==> src/rtl/tick_rate_pkg.sv <==
// Shared state encoding and divisor limits for the tick rate controller.
package tick_rate_pkg;

  typedef enum logic [1:0] {
    STOP,
    RUN,
    SWITCH,
    STEP
  } tick_state_t;

  localparam int unsigned DEFAULT_DIV = 20;
  localparam int unsigned MIN_DIV     = 2;

endpackage

==> src/rtl/tick_rate_ctrl_period_counter.sv <==
// Period counter: counts 0..div-1 while active, flags the wrap, and
// produces the registered divided clock and the post-wrap tick pulse.
module period_counter #(
  parameter int WIDTH = 16
) (
  input  logic             I_CLK,
  input  logic             rst,
  input  logic             active,
  input  logic [WIDTH-1:0] div,
  output logic             wrap,
  output logic             clk_out,
  output logic             tick
);

  logic [WIDTH-1:0] count;
  logic [WIDTH-1:0] count_next;

  always_comb begin
    wrap       = active && (count == div - WIDTH'(1));
    count_next = '0;
    if (active && !wrap) begin
      count_next = count + WIDTH'(1);
    end
  end

  // Phase is judged on the next count so clk_out lines up with count itself;
  // an odd divisor leaves the extra cycle in the high phase.
  always_ff @(posedge I_CLK or posedge rst) begin
    if (rst) begin
      count   <= '0;
      clk_out <= 1'b0;
      tick    <= 1'b0;
    end else begin
      count   <= count_next;
      clk_out <= active && (count_next >= (div >> 1));
      tick    <= wrap;
    end
  end

endmodule

==> src/rtl/tick_rate_ctrl.sv <==
// Clock-division controller: run/stop/single-step sequencing plus a
// valid/ready divisor port whose updates land only on period boundaries.
module tick_rate_ctrl #(
  parameter int          WIDTH       = 16,
  parameter int unsigned DEFAULT_DIV = tick_rate_pkg::DEFAULT_DIV,
  parameter int unsigned MIN_DIV     = tick_rate_pkg::MIN_DIV
) (
  input  logic             I_CLK,
  input  logic             rst,
  input  logic             en,
  input  logic             step,
  input  logic             cfg_valid,
  input  logic [WIDTH-1:0] cfg_div,
  output logic             cfg_ready,
  output logic             cfg_err,
  output logic             O_CLK,
  output logic             O_TICK,
  output logic [WIDTH-1:0] cur_div,
  output logic             busy
);

  import tick_rate_pkg::*;

  tick_state_t      state;
  logic [WIDTH-1:0] div_reg;
  logic [WIDTH-1:0] pend_div;
  logic             wrap;
  logic             cfg_take;
  logic             cfg_bad;
  logic             cfg_legal;

  assign cfg_ready = (state == STOP) || (state == RUN);
  assign busy      = (state != STOP);
  assign cur_div   = div_reg;
  assign cfg_take  = cfg_valid && cfg_ready;
  assign cfg_bad   = (cfg_div < WIDTH'(MIN_DIV));
  assign cfg_legal = cfg_take && !cfg_bad;

  period_counter #(.WIDTH(WIDTH)) u_period_counter (
    .I_CLK   (I_CLK),
    .rst     (rst),
    .active  (busy),
    .div     (div_reg),
    .wrap    (wrap),
    .clk_out (O_CLK),
    .tick    (O_TICK)
  );

  // A legal divisor that arrives on a stopping wrap is applied directly,
  // since no later boundary will come to pick it up from pend_div.
  always_ff @(posedge I_CLK or posedge rst) begin
    if (rst) begin
      state    <= STOP;
      div_reg  <= WIDTH'(DEFAULT_DIV);
      pend_div <= '0;
      cfg_err  <= 1'b0;
    end else begin
      cfg_err <= cfg_take && cfg_bad;
      case (state)
        STOP: begin
          if (cfg_legal) begin
            div_reg <= cfg_div;
          end
          if (en) begin
            state <= RUN;
          end else if (step) begin
            state <= STEP;
          end
        end
        RUN: begin
          if (wrap && !en) begin
            state <= STOP;
            if (cfg_legal) begin
              div_reg <= cfg_div;
            end
          end else if (cfg_legal) begin
            pend_div <= cfg_div;
            state    <= SWITCH;
          end
        end
        SWITCH: begin
          if (wrap) begin
            div_reg <= pend_div;
            state   <= en ? RUN : STOP;
          end
        end
        STEP: begin
          if (wrap) begin
            state <= en ? RUN : STOP;
          end
        end
        default: state <= STOP;
      endcase
    end
  end

endmodule
==> config.mk <==
export PLATFORM = sky130hd
export DESIGN_NAME = tick_rate_ctrl
export DESIGN_NICKNAME = d
export VERILOG_FILES = /design/src/rtl/tick_rate_pkg.sv /design/src/rtl/tick_rate_ctrl_period_counter.sv /design/src/rtl/tick_rate_ctrl.sv
export SDC_FILE = /design/constraint.sdc
export NUM_CORES = 1
export LEC_CHECK = 0
export ABC_AREA = 0
export BUFFER_PORTS_ARGS = -buffer_cell sky130_fd_sc_hd__clkbuf_2
export CORE_ASPECT_RATIO = 0.9
export CORE_MARGIN = 5
export CORE_UTILIZATION = 45
export DETAILED_ROUTE_END_ITERATION = 8
export PLACE_DENSITY = 0.73
export SYNTH_ARGS = -nofsm -noshare
export SYNTH_HDL_FRONTEND = slang
export SYNTH_SLANG_ARGS = --single-unit
export TNS_END_PERCENT = 100
==> constraint.sdc <==
create_clock -name I_CLK -period 3.65 [get_ports I_CLK]
set_input_delay 0.73 -clock I_CLK [delete_from_list [all_inputs] [get_ports I_CLK]]
set_output_delay 0.73 -clock I_CLK [all_outputs]
set_load 0.005 [all_outputs]
# Yosys cells after proc, flatten, opt, wreduce, memory -nomap -nowiden
# Cells that the tools add are included.
# classes
add_sub_neg	2
order_cmp	2
eq_ne	9
n_mux	12
bitwise	1
reduce_logical	18
# ops
operator	count
two-way mux 16 bit	4
one-hot mux 16 bit (3 select lines)	1
adder 16 x 1 -> 16 bit, second input constant	1
equality test 16 bit	1
greater-or-equal comparator 16 x 15 -> 1 bit	1
less-than comparator 16 x 2 -> 1 bit, second input constant	1
subtractor 16 x 1 -> 16 bit, second input constant	1
two-way mux 2 bit	5
AND reduction 3 bit	3
logical AND 1 bit	7
!= test 2 x 1 -> 1 bit, second input constant	3
one-hot mux 2 bit (3 select lines)	1
equality test 2 bit, second input constant	2
logical NOT 1 bit	3
!= test 3 x 2 -> 1 bit, second input constant	1
!= test 3 bit, second input constant	1
nonzero test 3 bit	1
equality test 2 x 1 -> 1 bit, second input constant	1
logical NOT 2 bit	1
nonzero test 2 bit	1
OR reduction 2 bit	1
logical OR 1 bit	1
two-way mux 1 bit	1
NOT 1 bit	1
# totals
regBits	53
out_inout_bits	21
word_cells	51

# Longest topological paths before layout
# Gate-level depths: netlist of the first run.
# depth
word_depth	8
mapped_depth	17

# Modules after synthesis
# From an unflattened synthesis of the first run, not the netlist that was laid out.
# hier_totals
cells_unflattened	303
area_unflattened_um2	3245.6
# modules_own_cells
mod	instances	cells_each	area_per_inst_um2	seq_area_each_um2
period_counter	1	193	1726.7	450.4
tick_rate_ctrl	1	110	1519.0	878.3

# Worst setup path after synthesis of the first run
# OpenSTA, ideal clock, no wires.
# synth_path
path_type	register to register
from	register div_reg[7] (netlist: cur_div[7])
to	register u_period_counter.clk_out
setup_ns	0.128
t_arrival_ns	3.688
slack_ns	-0.166
path_stages_with_launch	16
n_path_buf	2
period_less_slack_ns	3.816
cell_sequence	dfrtp_1 buf_6 or4_4 or3_1 a2111o_1 a32oi_2 nand4_4 nand2_1 buf_2 nor2_1 ha_1 and4_1 a2111oi_0 nand2_1 a31oi_1 o22ai_1
# synth_between
elab_chain_cells	8
# synth_rtl
item	line	rtl
start, declared	tick_rate_ctrl.sv:25	logic [WIDTH-1:0] div_reg;
start signal, assigned	tick_rate_ctrl.sv:54	div_reg <= WIDTH'(DEFAULT_DIV);
start signal, assigned	tick_rate_ctrl.sv:62	div_reg <= cfg_div;
start signal, assigned	tick_rate_ctrl.sv:74	div_reg <= cfg_div;
subtractor 16 x 1 -> 16 bit	tick_rate_ctrl_period_counter.sv:19	wrap = active && (count == div - WIDTH'(1));
equality test 16 bit	tick_rate_ctrl_period_counter.sv:19	
logical AND 1 bit	tick_rate_ctrl_period_counter.sv:19	
logical NOT 1 bit	tick_rate_ctrl_period_counter.sv:21	if (active && !wrap) begin
logical AND 1 bit	tick_rate_ctrl_period_counter.sv:21	
two-way mux 16 bit	tick_rate_ctrl_period_counter.sv:21	
named net u_period_counter.count_next[8]	tick_rate_ctrl_period_counter.sv:16	logic [WIDTH-1:0] count_next;
greater-or-equal comparator 16 x 15 -> 1 bit	tick_rate_ctrl_period_counter.sv:35	clk_out <= active && (count_next >= (div >> 1));
logical AND 1 bit	tick_rate_ctrl_period_counter.sv:35	
end signal, assigned	tick_rate_ctrl_period_counter.sv:35	
end, declared	tick_rate_ctrl_period_counter.sv:11	output logic clk_out,
# The timed path passes the listed nets, and every way through them passes these cells.
# A chain may end at the register's enable or synchronous reset.

# Final worst setup path of the first run
# layout_path
from	register div_reg[8] (netlist: cur_div[8])
to	register u_period_counter.clk_out
# Same word-level chain as after synthesis.

==> qor_table.md, run 1 <==
| Step | Result | Reported |
|---|---|---|
| critical path | Critical Path AT | 3.85 ns |
| status | Status | finished with violations |
| floorplanning | Core Footprint | 0.00751 sq mm |
| critical path | Classification of the worst setup path | reg2reg |
| timing | Period utilization | 100% |
| clock network | Count of hold buffers inserted by post-cts repair | 0 |
| power and ir drop | Fraction of power spent switching nets | 40.7% |
| finish | Area of combinational cells with multiple inputs | 0.00209 sq mm |
| floorplanning | Std-Cell Rows | 30 |
| yosys | Synth Net Count | 359 |
| yosys | Cell taking the most area after synthesis | sky130_fd_sc_hd__dfrtp_1 |
| place | Count of buffers from port buffering | 41 |
| critical path | Worst r2r dst | u_period_counter.clk_out$_DFF_PP0_ |
| power and ir drop | Total design power | 3.43 mW |
| global route | Vias in the first global route | 2711 |
| route | DR pass1 iterations | 4 |
| hold path | Worst Hold Class | reg2reg |
| route | Vias/cell | 5.47 |
| route | Count of vias placed by the detailed router | 2647 |
| yosys | Number of distinct library cell variants in the gate-level netlist after synthesis | 59 |
| power and ir drop | Register share of total power | 30.4% |
| place | Routability congestion estimate from global placement | 0.841 |
| timing | Total negative slack for setup checks | -0.00212 ns |
| timing | Maximum frequency from static timing analysis | 274 MHz |
| yosys | Sequential cell area fraction in the yosys report | 38.7% |
| yosys | Synthesized cell area | 0.00344 sq mm |
| route | Detail-routed net length per standard cell | 17.6 um |
| yosys | Synth warn | 0 |
| power and ir drop | Worst IR drop on VDD | 0.427 mV |
| critical path | Worst reg2reg setup slack | -0.002 ns |
| finish | Number of fillers in the final layout | 642 |
| critical path | Largest driver fanout on the critical path | 3 |
| floorplanning | Die Wd | 102 um |
| timing | Crit path time final | 3.65 ns |
| power and ir drop | Relative contribution of combinational cells to total power | 56.0% |
| yosys | Share of the synthesized area in the top cell type | 37.1% |
| status | Violated checks | setup timing |
| hold path | Hold Path Stages | 1 |
| route | Wirelength, routed | 8510 um |
| finish | Post-route non-filler standard cell count | 484 |
| place | HPWL after DPL | 6510 um |
| yosys | Count of flip-flops with a built-in enable after synthesis | 0 |
| yosys | Synthesized area divided by synthesized cell count | 10.7 sq um |
| finish | Fin area | 0.00420 sq mm |
| clock network | CTS Sinks | 53 |
| global route | Total congestion overflow | 0 |
| clock network | Worst-case clock buffer depth | 2 |
| global route | Antenna violations before repair | 0 |
| place | Cell area after placement | 0.00388 sq mm |
| finish | Area growth from synthesis to layout | 22.3% |
| power and ir drop | Power Density | 815 mW/mm^2 |
| floorplanning | Die Ht | 92.9 um |
| finish | Number of antenna repair diodes | 0 |
| clock network | Clk Latency, worst-skew pair | 0.31 ns |
| power and ir drop | Part of the total power dissipated in the clock network | 13.6% |
| clock network | CTS tree | done |
| yosys | Post-synth ARST share | 100% |
| clock network | Clock-pin slew reported for the worst setup and hold paths after clock tree synthesis | 0.09 ns |
| flow run | Max-capacitance violation count | 0 |
| critical path | CP startpoint kind | flop |
| route | Iter 0 DRT Violations | 134 |
| clock network | Num CTS Buffers | 5 |
| yosys | Most used flip-flop cell after synthesis | sky130_fd_sc_hd__dfrtp_1 |
| timing | Max-slew violation count | 0 |
| finish | Register area | 0.00133 sq mm |
| global route | Maximum number of pins on one net before global-route repair | 54 |
| global route | Global Route Usage Sum | 18.0% |
| finish | Nets | 425 |
| floorplanning | Initial Utilization | 45.8% |
| finish | Post-layout utilization of the core | 56.0% |
| timing | Worst clock skew | 0.00453 ns |
| finish | Share of post-route cells with drive strength above 1 | 32.5% |
| clock network | Root Buffer Master | sky130_fd_sc_hd__clkbuf_8 |
| timing | Relative max-transition margin | 27.6% |
| timing | RSZ-0062 raised after global routing | yes |
| timing | Final setup violation count | 1 |
| global route | Global-route wire length before repair | 13400 um |
| yosys | Gate Count Post-Synth | 321 |
| power and ir drop | Cell-internal power | 2.03 mW |
| hold path | Worst Hold Launch | pend_div[5]$_DFFE_PP0P_ |
| power and ir drop | Leakage component of the power | 1.96 nW |
| yosys | Register bit total from synthesis | 53 |
| critical path | Required time at the worst-slack endpoint | 3.85 ns |
| timing | Slew at the pin closest to its max-slew limit | 1.08 ns |
| power and ir drop | Switching power | 1.39 mW |
| hold path | Hold Crit Endpoint | pend_div[5]$_DFFE_PP0P_ |
| clock network | CTS HTree Levels | 2 |
| floorplanning | Ports placed on the boundary | 42 |
| yosys | Leading cell types by total area after synthesis | sky130_fd_sc_hd__dfrtp_1 37%, sky130_fd_sc_hd__mux2i_1 9.6%, sky130_fd_sc_hd__ha_1 6.2% |
| route | DRC violation count after routing | 0 |
| timing | Final WS setup | -0.00212 ns |
| route | Remaining antenna violation count | 0 |
| floorplanning | Die area | 0.00949 sq mm |
| timing | Final hold violation count | 0 |
| critical path | Worst setup EP type | flop |
| critical path | Beginning of the worst register-to-register path | cur_div[8]$_DFFE_PP0P_ |
| critical path | Cells on worst reg2reg path | 14 |
| place | Inst Count DP | 471 |
## cell type report
type | instances | area share (%)
Sequential cell | 53 | 31.6
Clock buffer | 5 | 1.64
Timing Repair Buffer | 69 | 10.6
Multi-Input combinational cell | 236 | 49.8
Clock inverter | 3 | 1.55
Inverter | 22 | 1.96
Tap cell | 96 | 2.86
## power groups by stage
| stage | logic [mW] | clock network [mW] | registers [mW] |
|---|---|---|---|
| after CTS | 1.75 | 0.474 | 1.04 |
| after floorplan | 1.20 | 0 | 1.02 |
| after detailed placement | 1.73 | 0 | 1.05 |
| after global routing | 2.09 | 0.493 | 1.07 |
| final | 1.92 | 0.466 | 1.04 |
| after global placement | 1.70 | 0 | 1.04 |
## logic make-up after synthesis
logic type	count (synthesis)	share of synthesized area, %
AOI/OAI and AO/OA	42	10.2
xor gates and xnor gates	32	8.55
adders and majority gates	17	6.19
buffers and inverters	32	4.48
DFF	53	38.7
muxes	49	15.9
and+or+nand+nor	96	15.9
## repair_timing
action | CTS | global route
buffers inserted | 0 | 5
pin swaps | 0 | 18
endpoints found under the setup margin | 1 | 1
gates resized for setup | 1 | 23
## state kept, by name, indices dropped and copies added, names as in the netlist
signal and count:
cfg_err 1, state 2, cur_div 16, u_period_counter.clk_out 1, u_period_counter.count 16, pend_div 16
u_period_counter.tick 1
## synth_stat cells (2+ instances only)
library cell and n:
sky130_fd_sc_hd__mux2_2 6, sky130_fd_sc_hd__nor2b_1 2, sky130_fd_sc_hd__nand3_1 12, sky130_fd_sc_hd__clkbuf_1 5, sky130_fd_sc_hd__and3_2 2, sky130_fd_sc_hd__a31oi_1 2, sky130_fd_sc_hd__inv_1 22, sky130_fd_sc_hd__a21oi_1 6
sky130_fd_sc_hd__nor2_1 22, sky130_fd_sc_hd__nand2b_1 7, sky130_fd_sc_hd__a211oi_1 2, sky130_fd_sc_hd__and4_1 2, sky130_fd_sc_hd__nand2_1 12, sky130_fd_sc_hd__nor4_1 5, sky130_fd_sc_hd__o22ai_1 2, sky130_fd_sc_hd__nor3_1 6
sky130_fd_sc_hd__o21ai_0 6, sky130_fd_sc_hd__ha_1 17, sky130_fd_sc_hd__a2111oi_0 2, sky130_fd_sc_hd__a2111o_1 2, sky130_fd_sc_hd__xor2_1 18, sky130_fd_sc_hd__and3_1 6, sky130_fd_sc_hd__dfstp_2 2, sky130_fd_sc_hd__and2_1 2
sky130_fd_sc_hd__o21a_1 2, sky130_fd_sc_hd__or2_2 2, sky130_fd_sc_hd__nand4_1 5, sky130_fd_sc_hd__mux2_4 10, sky130_fd_sc_hd__nor3b_1 3, sky130_fd_sc_hd__xnor2_1 13, sky130_fd_sc_hd__mux2i_1 33, sky130_fd_sc_hd__dfrtp_1 51
sky130_fd_sc_hd__buf_6 2, sky130_fd_sc_hd__or4_1 2, sky130_fd_sc_hd__o211ai_1 4
## metal layers
| layer | vias up | global-route usage [%] | part of all wire [%] |
|---|---|---|---|
| met2 | 59 | 28.4 | 48 |
| met3 | 12 | 3.24 | 5.0 |
| met4 | 0 | 5.68 | 1.5 |
| met5 | - | 0 | 0 |
| met1 | 1287 | 25.0 | 45 |
| li1 | 1289 | - | - |
## through the flow
step / hold WS (ns) / worst slack (ns)
2_1_floorplan: 0.479 / 0.0188
3_3_place_gp: 0.486 / 0.0854
3_5_place_dp: 0.492 / -0.0104
4_1_cts: 0.514 / 0.00233
5_1_grt: 0.523 / -0.171
6_report: 0.512 / -0.00212
## placed cells by master, fill, tap and decap left out, types with 3 or more instances in the layout
cell type                  count
sky130_fd_sc_hd__a21oi_1       5
sky130_fd_sc_hd__and3_1        6
sky130_fd_sc_hd__buf_4        25
sky130_fd_sc_hd__clkbuf_2     41
sky130_fd_sc_hd__clkbuf_8      5
sky130_fd_sc_hd__dfrtp_1      50
sky130_fd_sc_hd__ha_1         12
sky130_fd_sc_hd__ha_4          4
sky130_fd_sc_hd__inv_1        21
sky130_fd_sc_hd__mux2_2        6
sky130_fd_sc_hd__mux2_4       10
sky130_fd_sc_hd__mux2i_1      33
sky130_fd_sc_hd__nand2_1      11
sky130_fd_sc_hd__nand2b_1      6
sky130_fd_sc_hd__nand3_1      12
sky130_fd_sc_hd__nand4_1       5
sky130_fd_sc_hd__nor2_1       18
sky130_fd_sc_hd__nor2_4        4
sky130_fd_sc_hd__nor3_1        6
sky130_fd_sc_hd__nor3b_1       3
sky130_fd_sc_hd__nor4_1        4
sky130_fd_sc_hd__o211ai_1      4
sky130_fd_sc_hd__o21ai_0       5
sky130_fd_sc_hd__xnor2_1      13
sky130_fd_sc_hd__xor2_1       18
## critical path, stage by stage, from the launching register on
cell,delay (ns)
sky130_fd_sc_hd__dfrtp_1,0.39
sky130_fd_sc_hd__or4_4,0.53
sky130_fd_sc_hd__or3_1,0.38
sky130_fd_sc_hd__a2111o_1,0.44
sky130_fd_sc_hd__a32oi_2,0.22
sky130_fd_sc_hd__nand4_4,0.15
sky130_fd_sc_hd__nand2_4,0.13
sky130_fd_sc_hd__buf_6,0.13
sky130_fd_sc_hd__nor2_4,0.04
sky130_fd_sc_hd__ha_1,0.29
sky130_fd_sc_hd__and4_4,0.19
sky130_fd_sc_hd__a2111oi_4,0.27
sky130_fd_sc_hd__nand2_1,0.12
sky130_fd_sc_hd__a31oi_2,0.18
sky130_fd_sc_hd__o22ai_1,0.09
## worst max-delay path by stage
| stage | startpoint | end | slack (ns) |
|---|---|---|---|
| after detailed placement | cur_div[7]$_DFFE_PP0P_ | u_period_counter.clk_out$_DFF_PP0_ | -0.01 |
| after global placement | cur_div[9]$_DFFE_PP0P_ | u_period_counter.clk_out$_DFF_PP0_ | 0.09 |
| after global routing | cur_div[7]$_DFFE_PP0P_ | u_period_counter.clk_out$_DFF_PP0_ | -0.17 |
| after CTS | cur_div[9]$_DFFE_PP0P_ | u_period_counter.clk_out$_DFF_PP0_ | 0.002 |
| after floorplan | cur_div[7]$_DFFE_PP0P_ | u_period_counter.clk_out$_DFF_PP0_ | 0.02 |
| final | cur_div[8]$_DFFE_PP0P_ | u_period_counter.clk_out$_DFF_PP0_ | -0.002 |
No activity file was read; power rests on OpenSTA's default activity.
==> run 2: changes to the inputs <==
--- a/config.mk
+++ b/config.mk
@@ -5,13 +5,13 @@
 export SDC_FILE = /design/constraint.sdc
 export NUM_CORES = 1
 export LEC_CHECK = 0
-export ABC_AREA = 0
+export ABC_AREA = 1
 export BUFFER_PORTS_ARGS = -buffer_cell sky130_fd_sc_hd__clkbuf_2
 export CORE_ASPECT_RATIO = 0.9
 export CORE_MARGIN = 5
 export CORE_UTILIZATION = 45
 export DETAILED_ROUTE_END_ITERATION = 8
-export PLACE_DENSITY = 0.73
+export PLACE_DENSITY = 0.72
 export SYNTH_ARGS = -nofsm -noshare
 export SYNTH_HDL_FRONTEND = slang
 export SYNTH_SLANG_ARGS = --single-unit
==> run 2 against run 1 <==
Compared with the run above:
- hold slack better by 0.0054 ns
- the run now ends clean
- critical path depth is 7 higher
- clock skew is 0.0041 ns higher
- sequential share of layout area is 0.63 points higher
- wire length is 3.2% higher
- sequential power is 44% lower
- critical endpoint unchanged
- maximum frequency is 9.3% higher
- total power is 70% lower
- via count is 28% higher
==> qor_table.md, run 2 <==
| Step | Result | Reported |
|---|---|---|
| status | Status | completed |
| timing | RSZ-0062 raised after global routing | no |
| yosys | Ranking of synthesized cells by instance count | 159 x sky130_fd_sc_hd__nand2_1, 70 x sky130_fd_sc_hd__inv_1, 51 x sky130_fd_sc_hd__dfrtp_1, 42 x sky130_fd_sc_hd__nand3_1, 42 x sky130_fd_sc_hd__nor2_1 |
| critical path | Largest driver fanout on the critical path | 12 |
| route | Remaining antenna violation count | 0 |
| critical path | Crit-path max cell delay | 0.42 ns |
| clock network | Num CTS Buffers | 5 |
| yosys | Leading cell types by total area after synthesis | sky130_fd_sc_hd__dfrtp_1 34%, sky130_fd_sc_hd__nand2_1 16%, sky130_fd_sc_hd__inv_1 7.0% |
| finish | Leading cell type in the layout, fill and taps excluded | sky130_fd_sc_hd__nand2_1 |
| clock network | CTS HTree Levels | 2 |
| yosys | Synth warn | 0 |
| power and ir drop | Total design power | 1.01 mW |
| global route | Total congestion overflow | 0 |
| yosys | Synth Net Count | 567 |
| place | Routability congestion estimate from global placement | 0.933 |
| yosys | Most common cell in the synthesized netlist | sky130_fd_sc_hd__nand2_1 |
| finish | Number of fillers in the final layout | 787 |
| finish | Number of antenna repair diodes | 0 |
| global route | Vias in the first global route | 3285 |
| critical path | Critical path cell sequence | inv_1 -> ha_2 -> nand2_4 -> nor2_4 -> xor2_1 -> nor2_1 -> nand3_1 -> nor2_1 -> nand2_1 -> nand2_1 -> buf_4 -> a211oi_1 -> ha_1 -> inv_1 -> nor3_1 -> a211oi_1 -> nand2_1 -> nand2_1 -> nand2_1 -> nand2_1 -> a21oi_1 |
| critical path | Worst setup EP type | flop |
| timing | Crit path time final | 3.34 ns |
| timing | Worst clock skew | 0.00862 ns |
| floorplanning | Die Ht | 96.6 um |
| global route | Maximum number of pins on one net before global-route repair | 37 |
| floorplanning | Initial Utilization | 46.4% |
| critical path | Buffers plus inverters on the worst setup path | 3 |
| critical path | CP top delay family | simple AND/OR/NAND/NOR gates |
| route | Detail-routed net length per standard cell | 13.2 um |
| yosys | Cell taking the most area after synthesis | sky130_fd_sc_hd__dfrtp_1 |
| clock network | Clk Latency, worst-skew pair | 0.31 ns |
| critical path | Slowest stage cell, crit path | sky130_fd_sc_hd__dfrtp_1 |
| yosys | Count of flip-flops with a built-in enable after synthesis | 0 |
| floorplanning | Core Footprint | 0.00807 sq mm |
| hold path | Worst Hold Class | reg2reg |
| power and ir drop | Worst IR drop on VDD | 0.272 mV |
| power and ir drop | Part of the total power dissipated in the clock network | 38.3% |
| route | DRC violation count after routing | 0 |
| yosys | Sequential cell area fraction in the yosys report | 35.5% |
| critical path | Classification of the worst setup path | reg2reg |
| timing | Total negative slack for setup checks | 0 ns |
| critical path | Crit path top cell by count | sky130_fd_sc_hd__nand2_1 |
| critical path | Critical Path AT | 3.53 ns |
| yosys | Post-synth ARST share | 100% |
| floorplanning | Die Wd | 106 um |
| timing | Final hold violation count | 0 |
| place | HPWL after DPL | 7120 um |
| timing | Relative max-transition margin | 49.1% |
| clock network | Clock-pin slew reported for the worst setup and hold paths after clock tree synthesis | 0.09 ns |
| timing | Max-slew violation count | 0 |
| yosys | Gate Count Post-Synth | 529 |
| power and ir drop | Register share of total power | 58.0% |
| yosys | Share of the synthesized area in the top cell type | 34.1% |
| finish | Area growth from synthesis to layout | 9.88% |
| floorplanning | Die area | 0.0103 sq mm |
| finish | Commonest cells after routing, fill and taps aside | 159 x sky130_fd_sc_hd__nand2_1, 69 x sky130_fd_sc_hd__inv_1, 51 x sky130_fd_sc_hd__dfrtp_1 |
| floorplanning | Std-Cell Rows | 31 |
| critical path | CP startpoint kind | flop |
| power and ir drop | Switching power | 0.213 mW |
| global route | Global Route Usage Sum | 18.3% |
| power and ir drop | Cell-internal power | 0.799 mW |
| clock network | Setup Buffers After CTS | 0 |
| route | Iter 0 DRT Violations | 198 |
| yosys | Number of distinct library cell variants in the gate-level netlist after synthesis | 33 |
| timing | Period utilization | 91.6% |
| timing | Slew at the pin closest to its max-slew limit | 0.763 ns |
| clock network | Worst-case clock buffer depth | 2 |
| place | Count of buffers from port buffering | 41 |
| power and ir drop | Power Density | 246 mW/mm^2 |
| global route | Antenna violations before repair | 0 |
| clock network | Root Buffer Master | sky130_fd_sc_hd__clkbuf_8 |
| yosys | Most used flip-flop cell after synthesis | sky130_fd_sc_hd__dfrtp_1 |
| yosys | Synthesized cell area | 0.00375 sq mm |
| finish | Share of post-route cells with drive strength above 1 | 14.8% |
| flow run | Max-capacitance violation count | 0 |
| timing | Maximum frequency from static timing analysis | 299 MHz |
| critical path | Required time at the worst-slack endpoint | 3.84 ns |
| yosys | Synthesized area divided by synthesized cell count | 7.08 sq um |
| power and ir drop | Leakage component of the power | 2.24 nW |
| route | Count of vias placed by the detailed router | 3380 |
| clock network | CTS tree | done |
| power and ir drop | Fraction of power spent switching nets | 21.0% |
| route | Wirelength, routed | 8780 um |
| route | Vias/cell | 5.07 |
| finish | Nets | 606 |
| power and ir drop | Relative contribution of combinational cells to total power | 3.7% |
| global route | Global-route wire length before repair | 15200 um |
| route | DR pass1 iterations | 5 |
| timing | Final setup violation count | 0 |
| clock network | CTS Sinks | 53 |
| yosys | Register bit total from synthesis | 53 |
| floorplanning | Ports placed on the boundary | 42 |
run 2: cell count changes after synthesis, moves of 9 or more:
cell	before	now
sky130_fd_sc_hd__nand2_1	12	159
sky130_fd_sc_hd__o21ai_0	6	20
sky130_fd_sc_hd__mux2_4	10	0
sky130_fd_sc_hd__nand3_1	12	42
sky130_fd_sc_hd__nor2_1	22	42
sky130_fd_sc_hd__xnor2_1	13	3
sky130_fd_sc_hd__mux2i_1	33	0
sky130_fd_sc_hd__o21ai_1	0	19
sky130_fd_sc_hd__inv_1	22	70
sky130_fd_sc_hd__nor3_1	6	15
run 2: kinds of logic after synthesis:
group           Yosys count  share of synthesized area [%]
flops                    53                           35.5
buf+inv                  87                           9.95
xor+xnor                 21                           5.11
compound gates           52                           7.08
fa+ha+maj                17                           5.68
simple gates            299                           36.7
run 2: tightest hold or removal path, delay by kind of cell (launching register included):
family	cells	cell delay (ns)
DFF	1	0.41
and+or+nand+nor	2	0.11
run 2: final cells by class:
class	count	area (sq um)	share of cell area (%)
clock inverter	2	35.0	0.851
timing repair buffer	44	228	5.53
sequential	53	1330	32.3
clock buffer	5	68.8	1.67
tap	99	124	3.01
inverter	75	282	6.84
multi-input combinational	389	2050	49.8
run 2: worst paths after layout:
path / from / end / slack [ns] / cells after the start
setup / recovery: cur_div[0]$_DFFE_PP0P_ / u_period_counter.clk_out$_DFF_PP0_ / 0.31 / 21
hold / removal: cur_div[4]$_DFFE_PP1P_ / cur_div[4]$_DFFE_PP1P_ / 0.52 / 2
setup reg to reg: cur_div[0]$_DFFE_PP0P_ / u_period_counter.clk_out$_DFF_PP0_ / 0.31 / 21
hold reg to reg: cur_div[4]$_DFFE_PP1P_ / cur_div[4]$_DFFE_PP1P_ / 0.52 / 2
max in group asynchronous: rst / cur_div[7]$_DFFE_PP0P_ / 2.39 / 3
min in group asynchronous: rst / pend_div[9]$_DFFE_PP0P_ / 0.53 / 2
run 2: power by group through the flow:
| stage | Combinational, mW | Clock (mW) | Sequential [mW] |
|---|---|---|---|
| after floorplan | 0.0169 | 0 | 0.598 |
| after global placement | 0.0381 | 0 | 0.598 |
| after detailed placement | 0.0384 | 0 | 0.598 |
| after CTS | 0.0385 | 0.402 | 0.587 |
| after global routing | 0.0443 | 0.425 | 0.587 |
| final | 0.0374 | 0.388 | 0.587 |
run 2: per-stage QoR:
step                      cell area [sq um]  worst slack, ns  hold slack [ns]  instances  util (%)
after floorplan                        3750            0.718            0.478        529         -
after detailed placement               4010            0.351            0.502        660      49.7
after CTS                              4110            0.336            0.520        667      51.0
after global placement                 4010            0.453            0.496        660      49.7
final                                  4120            0.308            0.517        667      51.0
after global routing                   4120        0.0000528            0.529        667      51.0
run 2: what timing repair did:
| item | CTS | global route |
|---|---|---|
| hold buffers | 0 | 0 |
| setup endpoints to repair | 0 | 1 |
| gates resized for setup | 0 | 2 |
run 2: per-layer routing:
metal / part of all wire [%] / up-vias / wire length [um] / global-route usage, %
li1: - / 1752 / - / -
met1: 48 / 1530 / 4240 / 25.3
met2: 45 / 91 / 3970 / 30.7
met3: 5.6 / 7 / 493 / 2.79
met4: 0.88 / 0 / 77 / 3.99
met5: 0 / - / 0 / 0
